$ cat config.mk
export PLATFORM = sky130hd
export DESIGN_NAME = sd_spi_responder
export DESIGN_NICKNAME = d
export VERILOG_FILES = /design/src/rtl/sd_pkg.sv /design/src/rtl/sdr_edge_sync.sv /design/src/rtl/sd_spi_responder.sv
export SDC_FILE = /design/constraint.sdc
export NUM_CORES = 1
export LEC_CHECK = 0
export CAP_MARGIN = 15
export CORE_ASPECT_RATIO = 0.9
export CORE_MARGIN = 2
export CORE_UTILIZATION = 64
export CTS_CLUSTER_SIZE = 10
export DETAILED_ROUTE_END_ITERATION = 10
export PLACE_DENSITY = 0.87
export SLEW_MARGIN = 20
export SYNTH_ARGS = -nofsm -noshare
export SYNTH_HDL_FRONTEND = slang
export SYNTH_HIERARCHICAL = 1
export SYNTH_SLANG_ARGS = --single-unit
export TNS_END_PERCENT = 20
$ cat constraint.sdc
create_clock -name sdr_clk_i -period 8.2 [get_ports sdr_clk_i]
set_input_delay 1.64 -clock sdr_clk_i [delete_from_list [all_inputs] [get_ports sdr_clk_i]]
set_output_delay 1.64 -clock sdr_clk_i [all_outputs]
set_load 0.1 [all_outputs]
$ cat src/rtl/sd_pkg.sv
// Shared constants and types for the SD card SPI-mode responder.
// Command indices, R1 flags, tokens, OCR values and FSM encodings.
package sd_pkg;

    localparam logic [5:0] CmdGoIdle     = 6'd0;
    localparam logic [5:0] CmdSendIfCond = 6'd8;
    localparam logic [5:0] CmdReadSingle = 6'd17;
    localparam logic [5:0] CmdSendOpCond = 6'd41;
    localparam logic [5:0] CmdAppCmd     = 6'd55;
    localparam logic [5:0] CmdReadOcr    = 6'd58;

    localparam logic [7:0] R1Ready      = 8'h00;
    localparam logic [7:0] R1Idle       = 8'h01;
    localparam logic [7:0] R1IllegalCmd = 8'h04;
    localparam logic [7:0] R1CrcErr     = 8'h08;

    localparam logic [7:0] DataToken = 8'hFE;
    localparam logic [7:0] FillByte  = 8'hFF;

    localparam logic [31:0] OcrReady = 32'hC0FF_8000;
    localparam logic [31:0] OcrBusy  = 32'h00FF_8000;

    localparam logic [8:0] LastByteIdx = 9'd511;

    typedef enum logic [2:0] {
        StHunt,
        StCmdRx,
        StNcr,
        StRespTx,
        StNac,
        StToken,
        StDataTx,
        StCrcTx
    } sd_state_e;

    // R1 flags with the idle bit derived from the card-ready state.
    function automatic logic [7:0] r1_with_idle(input logic [7:0] flags, input logic ready);
        return flags | {7'd0, ~ready};
    endfunction

endpackage

$ cat src/rtl/sdr_edge_sync.sv
// Two-flop synchroniser with single-cycle rise and fall pulse outputs.
module sdr_edge_sync #(
    parameter logic ResetVal = 1'b0
) (
    input  logic clk_i,
    input  logic rst_ni,
    input  logic d_i,
    output logic rise_o,
    output logic fall_o
);

    logic [2:0] sync_q;

    always_ff @(posedge clk_i or negedge rst_ni) begin
        if (!rst_ni) begin
            sync_q <= {3{ResetVal}};
        end else begin
            sync_q <= {sync_q[1:0], d_i};
        end
    end

    // sync_q[1] is the synchronised level; sync_q[2] is its previous value.
    assign rise_o = sync_q[1] & ~sync_q[2];
    assign fall_o = ~sync_q[1] & sync_q[2];

endmodule

$ cat src/rtl/sd_spi_responder.sv
// SPI-mode SD card responder: CMD0/8/55/ACMD41/58 handling and CMD17 single-block reads
// served from an external byte memory, all running in the oversampling clock domain.
module sd_spi_responder
    import sd_pkg::*;
#(
    parameter int unsigned INIT_POLLS = 2,
    parameter int unsigned NCR_BYTES  = 1,
    parameter int unsigned NAC_BYTES  = 2
) (
    input  logic        sdr_clk_i,
    input  logic        sdr_rst_ni,
    input  logic        spi_sck_i,
    input  logic        spi_cs_ni,
    input  logic        spi_mosi_i,
    output logic        spi_miso_o,
    output logic [31:0] blk_addr_o,
    output logic        mem_rd_o,
    output logic [8:0]  mem_addr_o,
    input  logic [7:0]  mem_data_i,
    output logic        card_ready_o
);

    localparam logic [7:0] PollTarget = 8'(INIT_POLLS);
    localparam logic [7:0] NcrLast    = 8'(NCR_BYTES - 1);
    localparam logic [7:0] NacLast    = 8'(NAC_BYTES - 1);

    logic       sck_rise, sck_fall;
    logic [1:0] cs_sync_q, mosi_sync_q;
    logic       cs_n, mosi;

    sdr_edge_sync #(
        .ResetVal (1'b0)
    ) u_sck_sync (
        .clk_i  (sdr_clk_i),
        .rst_ni (sdr_rst_ni),
        .d_i    (spi_sck_i),
        .rise_o (sck_rise),
        .fall_o (sck_fall)
    );

    always_ff @(posedge sdr_clk_i or negedge sdr_rst_ni) begin
        if (!sdr_rst_ni) begin
            cs_sync_q   <= 2'b11;
            mosi_sync_q <= 2'b11;
        end else begin
            cs_sync_q   <= {cs_sync_q[0], spi_cs_ni};
            mosi_sync_q <= {mosi_sync_q[0], spi_mosi_i};
        end
    end

    assign cs_n = cs_sync_q[1];
    assign mosi = mosi_sync_q[1];

    sd_state_e   state_q, state_d;
    logic [47:0] cmd_q, cmd_d;
    logic [5:0]  rx_cnt_q, rx_cnt_d;
    logic [7:0]  sh_q, sh_d;
    logic [2:0]  bit_q, bit_d;
    logic [7:0]  cnt_q, cnt_d;
    logic [39:0] resp_q, resp_d;
    logic [2:0]  resp_left_q, resp_left_d;
    logic [8:0]  data_cnt_q, data_cnt_d;
    logic        rd_pend_q, rd_pend_d;
    logic        miso_q, miso_d;
    logic        mem_rd_q, mem_rd_d;
    logic        rd_dly_q, rd_dly_d;
    logic [7:0]  rd_buf_q, rd_buf_d;
    logic [8:0]  mem_addr_q, mem_addr_d;
    logic [31:0] blk_addr_q, blk_addr_d;
    logic        ready_q, ready_d;
    logic [7:0]  poll_q, poll_d;
    logic        app_q, app_d;

    // Command decode, evaluated on the frame including the bit arriving this cycle.
    logic [47:0] frame;
    logic [5:0]  cmd_idx;
    logic [31:0] cmd_arg;
    logic [7:0]  dec_r1;
    logic [31:0] dec_tail;
    logic [2:0]  dec_len;
    logic        dec_ready, dec_app, dec_read;
    logic [7:0]  dec_poll;
    logic        unused_frame_bits;

    assign frame   = {cmd_q[46:0], mosi};
    assign cmd_idx = frame[45:40];
    assign cmd_arg = frame[39:8];
    // Start bits are guaranteed by the hunt logic and CRC7 is not checked in SPI mode.
    assign unused_frame_bits = ^{cmd_q[47], frame[47:46], frame[7:1]};

    always_comb begin
        dec_r1    = r1_with_idle(R1IllegalCmd, ready_q);
        dec_tail  = '1;
        dec_len   = 3'd1;
        dec_ready = ready_q;
        dec_poll  = poll_q;
        dec_app   = 1'b0;
        dec_read  = 1'b0;
        if (!frame[0]) begin
            dec_r1  = r1_with_idle(R1CrcErr, ready_q);
            dec_app = app_q;
        end else begin
            case (cmd_idx)
                CmdGoIdle: begin
                    dec_ready = 1'b0;
                    dec_poll  = '0;
                    dec_r1    = R1Idle;
                end
                CmdSendIfCond: begin
                    dec_r1   = r1_with_idle(R1Ready, ready_q);
                    dec_tail = {16'h0000, 4'h0, cmd_arg[11:8], cmd_arg[7:0]};
                    dec_len  = 3'd5;
                end
                CmdAppCmd: begin
                    dec_r1  = r1_with_idle(R1Ready, ready_q);
                    dec_app = 1'b1;
                end
                CmdSendOpCond: begin
                    if (app_q) begin
                        if (ready_q || poll_q == PollTarget) begin
                            dec_ready = 1'b1;
                            dec_r1    = R1Ready;
                        end else begin
                            dec_poll = poll_q + 8'd1;
                            dec_r1   = R1Idle;
                        end
                    end
                end
                CmdReadOcr: begin
                    dec_r1   = r1_with_idle(R1Ready, ready_q);
                    dec_tail = ready_q ? OcrReady : OcrBusy;
                    dec_len  = 3'd5;
                end
                CmdReadSingle: begin
                    if (ready_q) begin
                        dec_r1   = R1Ready;
                        dec_read = 1'b1;
                    end
                end
                default: ;
            endcase
        end
    end

    logic tx_active, byte_done;

    assign tx_active = !(state_q inside {StHunt, StCmdRx});
    assign byte_done = tx_active && sck_fall && (bit_q == 3'd7);

    always_comb begin
        state_d     = state_q;
        cmd_d       = cmd_q;
        rx_cnt_d    = rx_cnt_q;
        sh_d        = sh_q;
        bit_d       = bit_q;
        cnt_d       = cnt_q;
        resp_d      = resp_q;
        resp_left_d = resp_left_q;
        data_cnt_d  = data_cnt_q;
        rd_pend_d   = rd_pend_q;
        miso_d      = miso_q;
        mem_rd_d    = 1'b0;
        rd_dly_d    = mem_rd_q;
        rd_buf_d    = rd_buf_q;
        mem_addr_d  = mem_addr_q;
        blk_addr_d  = blk_addr_q;
        ready_d     = ready_q;
        poll_d      = poll_q;
        app_d       = app_q;

        if (rd_dly_q) begin
            rd_buf_d = mem_data_i;
        end
        if (mem_rd_q && mem_addr_q != LastByteIdx) begin
            mem_addr_d = mem_addr_q + 9'd1;
        end

        if (cs_n) begin
            state_d   = StHunt;
            miso_d    = 1'b1;
            cmd_d     = '1;
            rx_cnt_d  = '0;
            sh_d      = '1;
            bit_d     = '0;
            rd_pend_d = 1'b0;
        end else begin
            if (sck_fall) begin
                if (tx_active) begin
                    miso_d = sh_q[7];
                    sh_d   = {sh_q[6:0], 1'b1};
                    bit_d  = bit_q + 3'd1;
                end else begin
                    miso_d = 1'b1;
                end
            end

            // Byte-boundary loads override the shift so the next fall emits the new MSB.
            unique case (state_q)
                StHunt: begin
                    if (sck_rise && !mosi) begin
                        cmd_d    = frame;
                        rx_cnt_d = 6'd1;
                        state_d  = StCmdRx;
                    end
                end
                StCmdRx: begin
                    if (sck_rise) begin
                        if (rx_cnt_q == 6'd47) begin
                            cmd_d     = '1;
                            rx_cnt_d  = '0;
                            ready_d   = dec_ready;
                            poll_d    = dec_poll;
                            app_d     = dec_app;
                            rd_pend_d = dec_read;
                            bit_d     = '0;
                            cnt_d     = '0;
                            if (dec_read) begin
                                blk_addr_d = cmd_arg;
                                mem_addr_d = '0;
                            end
                            if (NCR_BYTES == 0) begin
                                sh_d        = dec_r1;
                                resp_d      = {dec_tail, FillByte};
                                resp_left_d = dec_len - 3'd1;
                                state_d     = StRespTx;
                            end else begin
                                sh_d        = FillByte;
                                resp_d      = {dec_r1, dec_tail};
                                resp_left_d = dec_len;
                                state_d     = StNcr;
                            end
                        end else begin
                            cmd_d    = frame;
                            rx_cnt_d = rx_cnt_q + 6'd1;
                        end
                    end
                end
                StNcr: begin
                    if (byte_done) begin
                        if (cnt_q == NcrLast) begin
                            sh_d        = resp_q[39:32];
                            resp_d      = {resp_q[31:0], FillByte};
                            resp_left_d = resp_left_q - 3'd1;
                            state_d     = StRespTx;
                        end else begin
                            cnt_d = cnt_q + 8'd1;
                        end
                    end
                end
                StRespTx: begin
                    if (byte_done) begin
                        if (resp_left_q != 3'd0) begin
                            sh_d        = resp_q[39:32];
                            resp_d      = {resp_q[31:0], FillByte};
                            resp_left_d = resp_left_q - 3'd1;
                        end else if (rd_pend_q) begin
                            cnt_d = '0;
                            if (NAC_BYTES == 0) begin
                                sh_d     = DataToken;
                                mem_rd_d = 1'b1;
                                state_d  = StToken;
                            end else begin
                                sh_d    = FillByte;
                                state_d = StNac;
                            end
                        end else begin
                            state_d = StHunt;
                        end
                    end
                end
                StNac: begin
                    if (byte_done) begin
                        if (cnt_q == NacLast) begin
                            sh_d     = DataToken;
                            mem_rd_d = 1'b1;
                            state_d  = StToken;
                        end else begin
                            cnt_d = cnt_q + 8'd1;
                        end
                    end
                end
                StToken: begin
                    if (byte_done) begin
                        sh_d       = rd_buf_q;
                        data_cnt_d = '0;
                        mem_rd_d   = 1'b1;
                        state_d    = StDataTx;
                    end
                end
                StDataTx: begin
                    if (byte_done) begin
                        if (data_cnt_q == LastByteIdx) begin
                            sh_d      = FillByte;
                            cnt_d     = '0;
                            rd_pend_d = 1'b0;
                            state_d   = StCrcTx;
                        end else begin
                            sh_d       = rd_buf_q;
                            data_cnt_d = data_cnt_q + 9'd1;
                            // The byte just loaded is the last one; nothing left to prefetch.
                            mem_rd_d   = (data_cnt_q != LastByteIdx - 9'd1);
                        end
                    end
                end
                StCrcTx: begin
                    if (byte_done) begin
                        if (cnt_q == 8'd1) begin
                            state_d = StHunt;
                        end else begin
                            cnt_d = cnt_q + 8'd1;
                        end
                    end
                end
            endcase
        end
    end

    always_ff @(posedge sdr_clk_i or negedge sdr_rst_ni) begin
        if (!sdr_rst_ni) begin
            state_q     <= StHunt;
            cmd_q       <= '1;
            rx_cnt_q    <= '0;
            sh_q        <= '1;
            bit_q       <= '0;
            cnt_q       <= '0;
            resp_q      <= '1;
            resp_left_q <= '0;
            data_cnt_q  <= '0;
            rd_pend_q   <= 1'b0;
            miso_q      <= 1'b1;
            mem_rd_q    <= 1'b0;
            rd_dly_q    <= 1'b0;
            rd_buf_q    <= '1;
            mem_addr_q  <= '0;
            blk_addr_q  <= '0;
            ready_q     <= 1'b0;
            poll_q      <= '0;
            app_q       <= 1'b0;
        end else begin
            state_q     <= state_d;
            cmd_q       <= cmd_d;
            rx_cnt_q    <= rx_cnt_d;
            sh_q        <= sh_d;
            bit_q       <= bit_d;
            cnt_q       <= cnt_d;
            resp_q      <= resp_d;
            resp_left_q <= resp_left_d;
            data_cnt_q  <= data_cnt_d;
            rd_pend_q   <= rd_pend_d;
            miso_q      <= miso_d;
            mem_rd_q    <= mem_rd_d;
            rd_dly_q    <= rd_dly_d;
            rd_buf_q    <= rd_buf_d;
            mem_addr_q  <= mem_addr_d;
            blk_addr_q  <= blk_addr_d;
            ready_q     <= ready_d;
            poll_q      <= poll_d;
            app_q       <= app_d;
        end
    end

    assign spi_miso_o   = miso_q;
    assign blk_addr_o   = blk_addr_q;
    assign mem_rd_o     = mem_rd_q;
    assign mem_addr_o   = mem_addr_q;
    assign card_ready_o = ready_q;

endmodule

# Word level (Yosys, flattened, before mapping)
# Index checks and enable logic that the tools add are counted.
# classes
bitwise_logic,6
muxes,121
n_addsub,7
reduce_logical,32
n_eq_ne,51
# op_table
cell,n
two-way mux 40 bit,6
two-way mux 8 bit,28
two-way mux 45 bit,4
one-hot mux 40 bit (3 select lines),1
two-way mux 3 bit,32
one-hot mux 45 bit (2 select lines),1
two-way mux 9 bit,9
two-way mux 32 bit,2
one-hot mux 32 bit (2 select lines),1
one-hot mux 8 bit (6 select lines),1
one-hot mux 8 bit (5 select lines),1
"!= test 3 bit, second input constant",12
"!= test 2 bit, second input constant",16
"== test 6 bit, second input constant",4
two-way mux 6 bit,4
one-hot mux 3 bit (8 select lines),1
AND reduction 8 bit,3
two-way mux 1 bit,21
AND reduction 5 bit,4
"adder 9 x 1 -> 9 bit, second input constant",2
"!= test 9 bit, second input constant",2
one-hot mux 9 bit (2 select lines),1
"adder 8 x 1 -> 8 bit, second input constant",2
one-hot mux 8 bit (2 select lines),1
other kinds (35),58
# word_totals
output_inout_bits,44
in_bits,13
reg_bits,195

# Depth between registers and ports, before layout
# depth
depth_word,9
depth_mapped,12

# By module
# Netlist, hierarchy kept.
# modules_own_cells
module,n_inst,cells_each,area_each_um2,seq_area_each_um2
sd_spi_responder,1,899,9268.9,4937.2
sdr_edge_sync,1,5,90.1,75.1

# Worst setup path after synthesis
# OpenSTA, ideal clock, no wires.
# synth_path
path_type,flip-flop to flip-flop
start,register state_q[0]
end,register cnt_q[3]
setup_time_ps,92
arrival_time_ps,2559
stages_incl_launch_ff,11
path_slack_ps,5549
period_less_slack_ps,2651
path_buffers,3
path_cell_list,dfrtp_1 -> inv_1 -> ha_1 -> clkbuf_1 -> nand2_1 -> a221o_1 -> or4b_1 -> buf_2 -> or2_1 -> buf_6 -> o31ai_2
# synth_via
elab_chain_len,7
elab_cells_between_ends,26
# synth_lines
element,line_no,source
start: declaration,sd_spi_responder.sv:54,"sd_state_e state_q, state_d;"
start signal: assignment,sd_spi_responder.sv:320,state_q <= StHunt;
start signal: assignment,sd_spi_responder.sv:340,state_q <= state_d;
== test 3 x 1 -> 1 bit or zero test 3 bit (tied branches),"sd_spi_responder.sv:147, sd_spi_responder.sv:198",
nonzero test 2 bit,sd_spi_responder.sv:147,"assign tx_active = !(state_q inside {StHunt, StCmdRx});"
zero test 1 bit,sd_spi_responder.sv:147,
logical AND 1 bit (2 in series),sd_spi_responder.sv:148,assign byte_done = tx_active && sck_fall && (bit_q == 3'd7);
!= test 2 bit (no source line) or != test 2 x 1 -> 1 bit (tied branches),--,
AND reduction 13 bit (no source line),--,
end signal: assignment,sd_spi_responder.sv:345,cnt_q <= cnt_d;
end: declaration,sd_spi_responder.sv:59,"logic [7:0] cnt_q, cnt_d;"
# Several ways; a longest one is shown, not always the timed one.
# A chain may end at the register's enable or synchronous reset.

# Worst setup path in the final report
# layout_path
start,register miso_q (netlist: spi_miso_o)
end,output spi_miso_o
# layout_lines
element,line_no,source
start: declaration,sd_spi_responder.sv:64,"logic miso_q, miso_d;"
start signal: assignment,sd_spi_responder.sv:350,miso_q <= miso_d;
end: declaration,sd_spi_responder.sv:15,"output logic spi_miso_o,"
# No word-level cell between the ends.

==> results.cfg <==
[synth]
synth_top_area_share = 0.298
post_synth_and_or_nand_nor_area_fraction = 0.159
netlist_instances = 904
yosysTopAreaCell = sky130_fd_sc_hd__dfstp_2
postSynthAreaPerCell_um2 = 10.4
number_of_different_library_cells_in_the_post_synthesis_netlist = 71
synthAdderAreaFrac = 0.0267
postSynthRegisterBits = 195
synth_ff_type = sky130_fd_sc_hd__dfstp_2
yosysSeqAreaShare = 0.536
synth_edf_count = 0
synthXorXnorAreaFrac = 0.0131
yosys_warnings = 6
synth_compound_area_frac = 0.171
muxShareOfSynthArea = 0.0623
yosys.cell_count.top_type = sky130_fd_sc_hd__dfstp_2
synth.cells.most_frequent = 106 x sky130_fd_sc_hd__dfstp_2, 90 x sky130_fd_sc_hd__nand2_1, 89 x sky130_fd_sc_hd__dfrtp_1, 84 x sky130_fd_sc_hd__nor2_1
synth_top_family_by_area = compound AO/OA/AOI/OAI gates
synth_area_um2 = 9360
synth.area.top_cells = sky130_fd_sc_hd__dfstp_2 30%, sky130_fd_sc_hd__dfrtp_1 24%, sky130_fd_sc_hd__mux2_2 4.5%, sky130_fd_sc_hd__o22a_1 4.2%, sky130_fd_sc_hd__nand2_1 3.6%
async_reset_ff_frac = 1.00
mappedNetlistNets = 937

[min_path]
hold_path_end = mosi_sync_q[1]
hold_class = register to register
min_from = mosi_sync_q[0]
worst_hold_path.num_cells = 0

[worst_setup_path]
worstPathBufferInverterCount = 1
critical-path-slowest-cell = sky130_fd_sc_hd__clkdlybuf4s50_1
worst-endpoint-required_ps = 6560
timing.critical_path.to_type = primary output
reg2reg_depth = 8
cells_traversed_along_the_worst_timing_path = clkdlybuf4s50_1
ff2ff_setup_slack_ps = 4880
worst_path_dominant_cell_family = buffers and inverters
max_stage_delay_ps = 1120
start_kind = register
critPathKind = register to primary output
timing.rr.start = state_q[1]
worstPathMaxFanout = 2
r2r_end = blk_addr_o[20]
cp_data_arrival_time_ps = 2090

[global_routing]
first_pass_grt_wire_length_um = 34100
track_usage = 0.270
maximum_number_of_pins_on_one_net_before_global_route_repair = 119
globalRoute.totalOverflow = 0
grt_pass1_vias = 6817
initial_antenna_violation_count = 0

[layout]
fin_nets = 966
instances_no_fill = 1139
flow.area_growth_from_synthesis_pct = 13.5
fraction_of_layout_cells_with_a_size_suffix_above_1 = 0.209
insertedDiodeCount = 0

[clocking]
htree_levels = 4
cts_setup_buffers = 0
post_cts_resized = 0
holdBufCountCts = 0
max-clock-path-buffers = 2
clk_latency_ps = 450
cts_tree = done
clock_edge_transition_at_the_registers_on_the_reported_setup_and_hold_paths_ps = 70
cts.sinks = 195
clk_root_buffer_cell = sky130_fd_sc_hd__clkbuf_16
number_of_buffers_added_by_the_clock_tree_synthesis_step = 17

[detailed_routing]
routed_wirelength_um = 20400
drcViolationCount = 0
ant_nets = 0
routedWlPerCell_um = 17.9
num_vias = 7123
drt_pass1_iterations = 5
first_iter_violations = 839
post_drt_via_cell_ratio = 6.25

[timing]
tightest_pin_transition_ps = 1030
timing.setup.tns_ps = 0
final-hold-violation-count = 0
fin_crit_sh = 0.455
final_period_minus_worst_setup_slack_ps = 3730
grt_setup_unrepaired = no
peak_freq_mhz = 268
final-max-slew-violation-count = 0
setup-violations-final = 0
clock-skew-final_ps = 9.88
slew_headroom = 0.310

[placement]
port-buffer-count = 56
routabilityCongestion = 0.947
final_hpwl_from_detailed_placement_um = 13100
dp.cells = 1106

[power]
static-leakage-power_uw = 0.00436
internal_power_consumption_uw = 1770
power_density_nw_per_um2 = 242
sequentialPowerShare = 0.465
power_frac_comb = 0.204
power.clock.fraction = 0.330
netSwitchingPower_uw = 808
irDropWorstVdd_mv = 0.198
power_switching_share = 0.314

[floorplanning]
initial_core_util = 0.661
rows = 41
die_height_um = 119
die_width_um = 131
pin_count = 57
total_die_area_um2 = 15600
floorplan.core_area_um2 = 14200

[job]
maxCapViolations = 0

[run_status]
status = completed
state kept, by name, indices dropped and copies added (netlist names):
register           flops
app_q                  1
resp_q                40
bit_q                  3
card_ready_o           1
resp_left_q            3
mem_addr_o             9
rd_dly_q               1
sh_q                   8
spi_miso_o             1
poll_q                 8
mosi_sync_q            2
blk_addr_o            32
rx_cnt_q               6
u_sck_sync/sync_q      3
cs_sync_q              2
cmd_q                 45
cnt_q                  8
state_q                3
rd_buf_q               8
mem_rd_o               1
rd_pend_q              1
data_cnt_q             9
logic make-up (layout without fill, tap and decap cells):
group                    after synthesis  after routing
AND/OR/NAND/NOR                      315            315
AO/OA/AOI/OAI                        235            235
flip-flops                           195            195
buffers and inverters                 72            114
multiplexers                          53             53
adder cells (fa/ha/maj)               20             20
XOR/XNOR                              14             14
power groups by stage:
stage               sequential [uW]  clock (uW)  combinational, uW
finish                         1200         851                526
global route                   1210         900                596
CTS                            1200         861                522
detailed placement             1210           0                514
global placement               1200           0                497
floorplan                      1180           0                393
stage by stage:
stage	utilization	cell area (um2)	worst slack (ps)	power, uW	hold WS, ps
after floorplan	-	9360	5550	1580	331
after global placement	0.707	10000	4780	1700	334
after detailed placement	0.707	10000	4640	1720	345
after CTS	0.748	10600	4450	2580	359
after global routing	0.750	10600	4420	2710	366
final	0.750	10600	4470	2580	357
area by class of cell:
cell class                      instances  area (um2)
Sequential cell                       195        5010
Clock inverter                         13         160
Tap cell                              193         241
Timing Repair Buffer                   64         644
Fill cell                             938        3530
Multi-Input combinational cell        637        4070
Inverter                               18        67.6
Clock buffer                           19         433
metal layers:
metal  part of all wire  wire, um  global-route usage
met1               0.44      9030               0.361
met2               0.47      9680               0.430
met3              0.055      1120              0.0631
met4              0.028       570               0.105
met5                  0         0                   0
worst max-delay path by stage:
stage / slack (ps) / end / depth (start not counted) / start
final: 4470 / spi_miso_o / 1 / spi_miso_o
after global routing: 4420 / card_ready_o / 1 / card_ready_o
after CTS: 4450 / spi_miso_o / 1 / spi_miso_o
after detailed placement: 4640 / blk_addr_o[3] / 7 / state_q[1]
after global placement: 4780 / blk_addr_o[17] / 7 / state_q[1]
after floorplan: 5550 / cnt_q[3] / 10 / state_q[0]
placed cells by master, fill, tap and decap left out, types with 6 or more instances in the layout:
cell type	Yosys	layout
sky130_fd_sc_hd__and3_1	11	11
sky130_fd_sc_hd__ha_1	20	20
sky130_fd_sc_hd__nor2b_1	18	18
sky130_fd_sc_hd__xnor2_1	9	9
sky130_fd_sc_hd__mux2i_1	11	11
sky130_fd_sc_hd__o211ai_1	7	7
sky130_fd_sc_hd__nand2b_1	8	8
sky130_fd_sc_hd__o21ai_1	31	30
sky130_fd_sc_hd__nor2_1	84	83
sky130_fd_sc_hd__nand2_1	90	90
sky130_fd_sc_hd__dfrtp_1	89	89
sky130_fd_sc_hd__clkbuf_16	0	17
sky130_fd_sc_hd__buf_4	1	7
sky130_fd_sc_hd__nand4_1	12	12
sky130_fd_sc_hd__inv_1	17	17
sky130_fd_sc_hd__o21ai_0	43	43
sky130_fd_sc_hd__a211oi_1	6	6
sky130_fd_sc_hd__nand3_1	33	33
sky130_fd_sc_hd__dfstp_2	106	106
sky130_fd_sc_hd__a21oi_1	45	45
sky130_fd_sc_hd__clkdlybuf4s50_1	0	55
sky130_fd_sc_hd__nor3_1	27	27
sky130_fd_sc_hd__o22a_1	45	45
sky130_fd_sc_hd__nor4_1	7	7
sky130_fd_sc_hd__mux2_2	37	37
No activity file was read; power rests on OpenSTA's default activity.
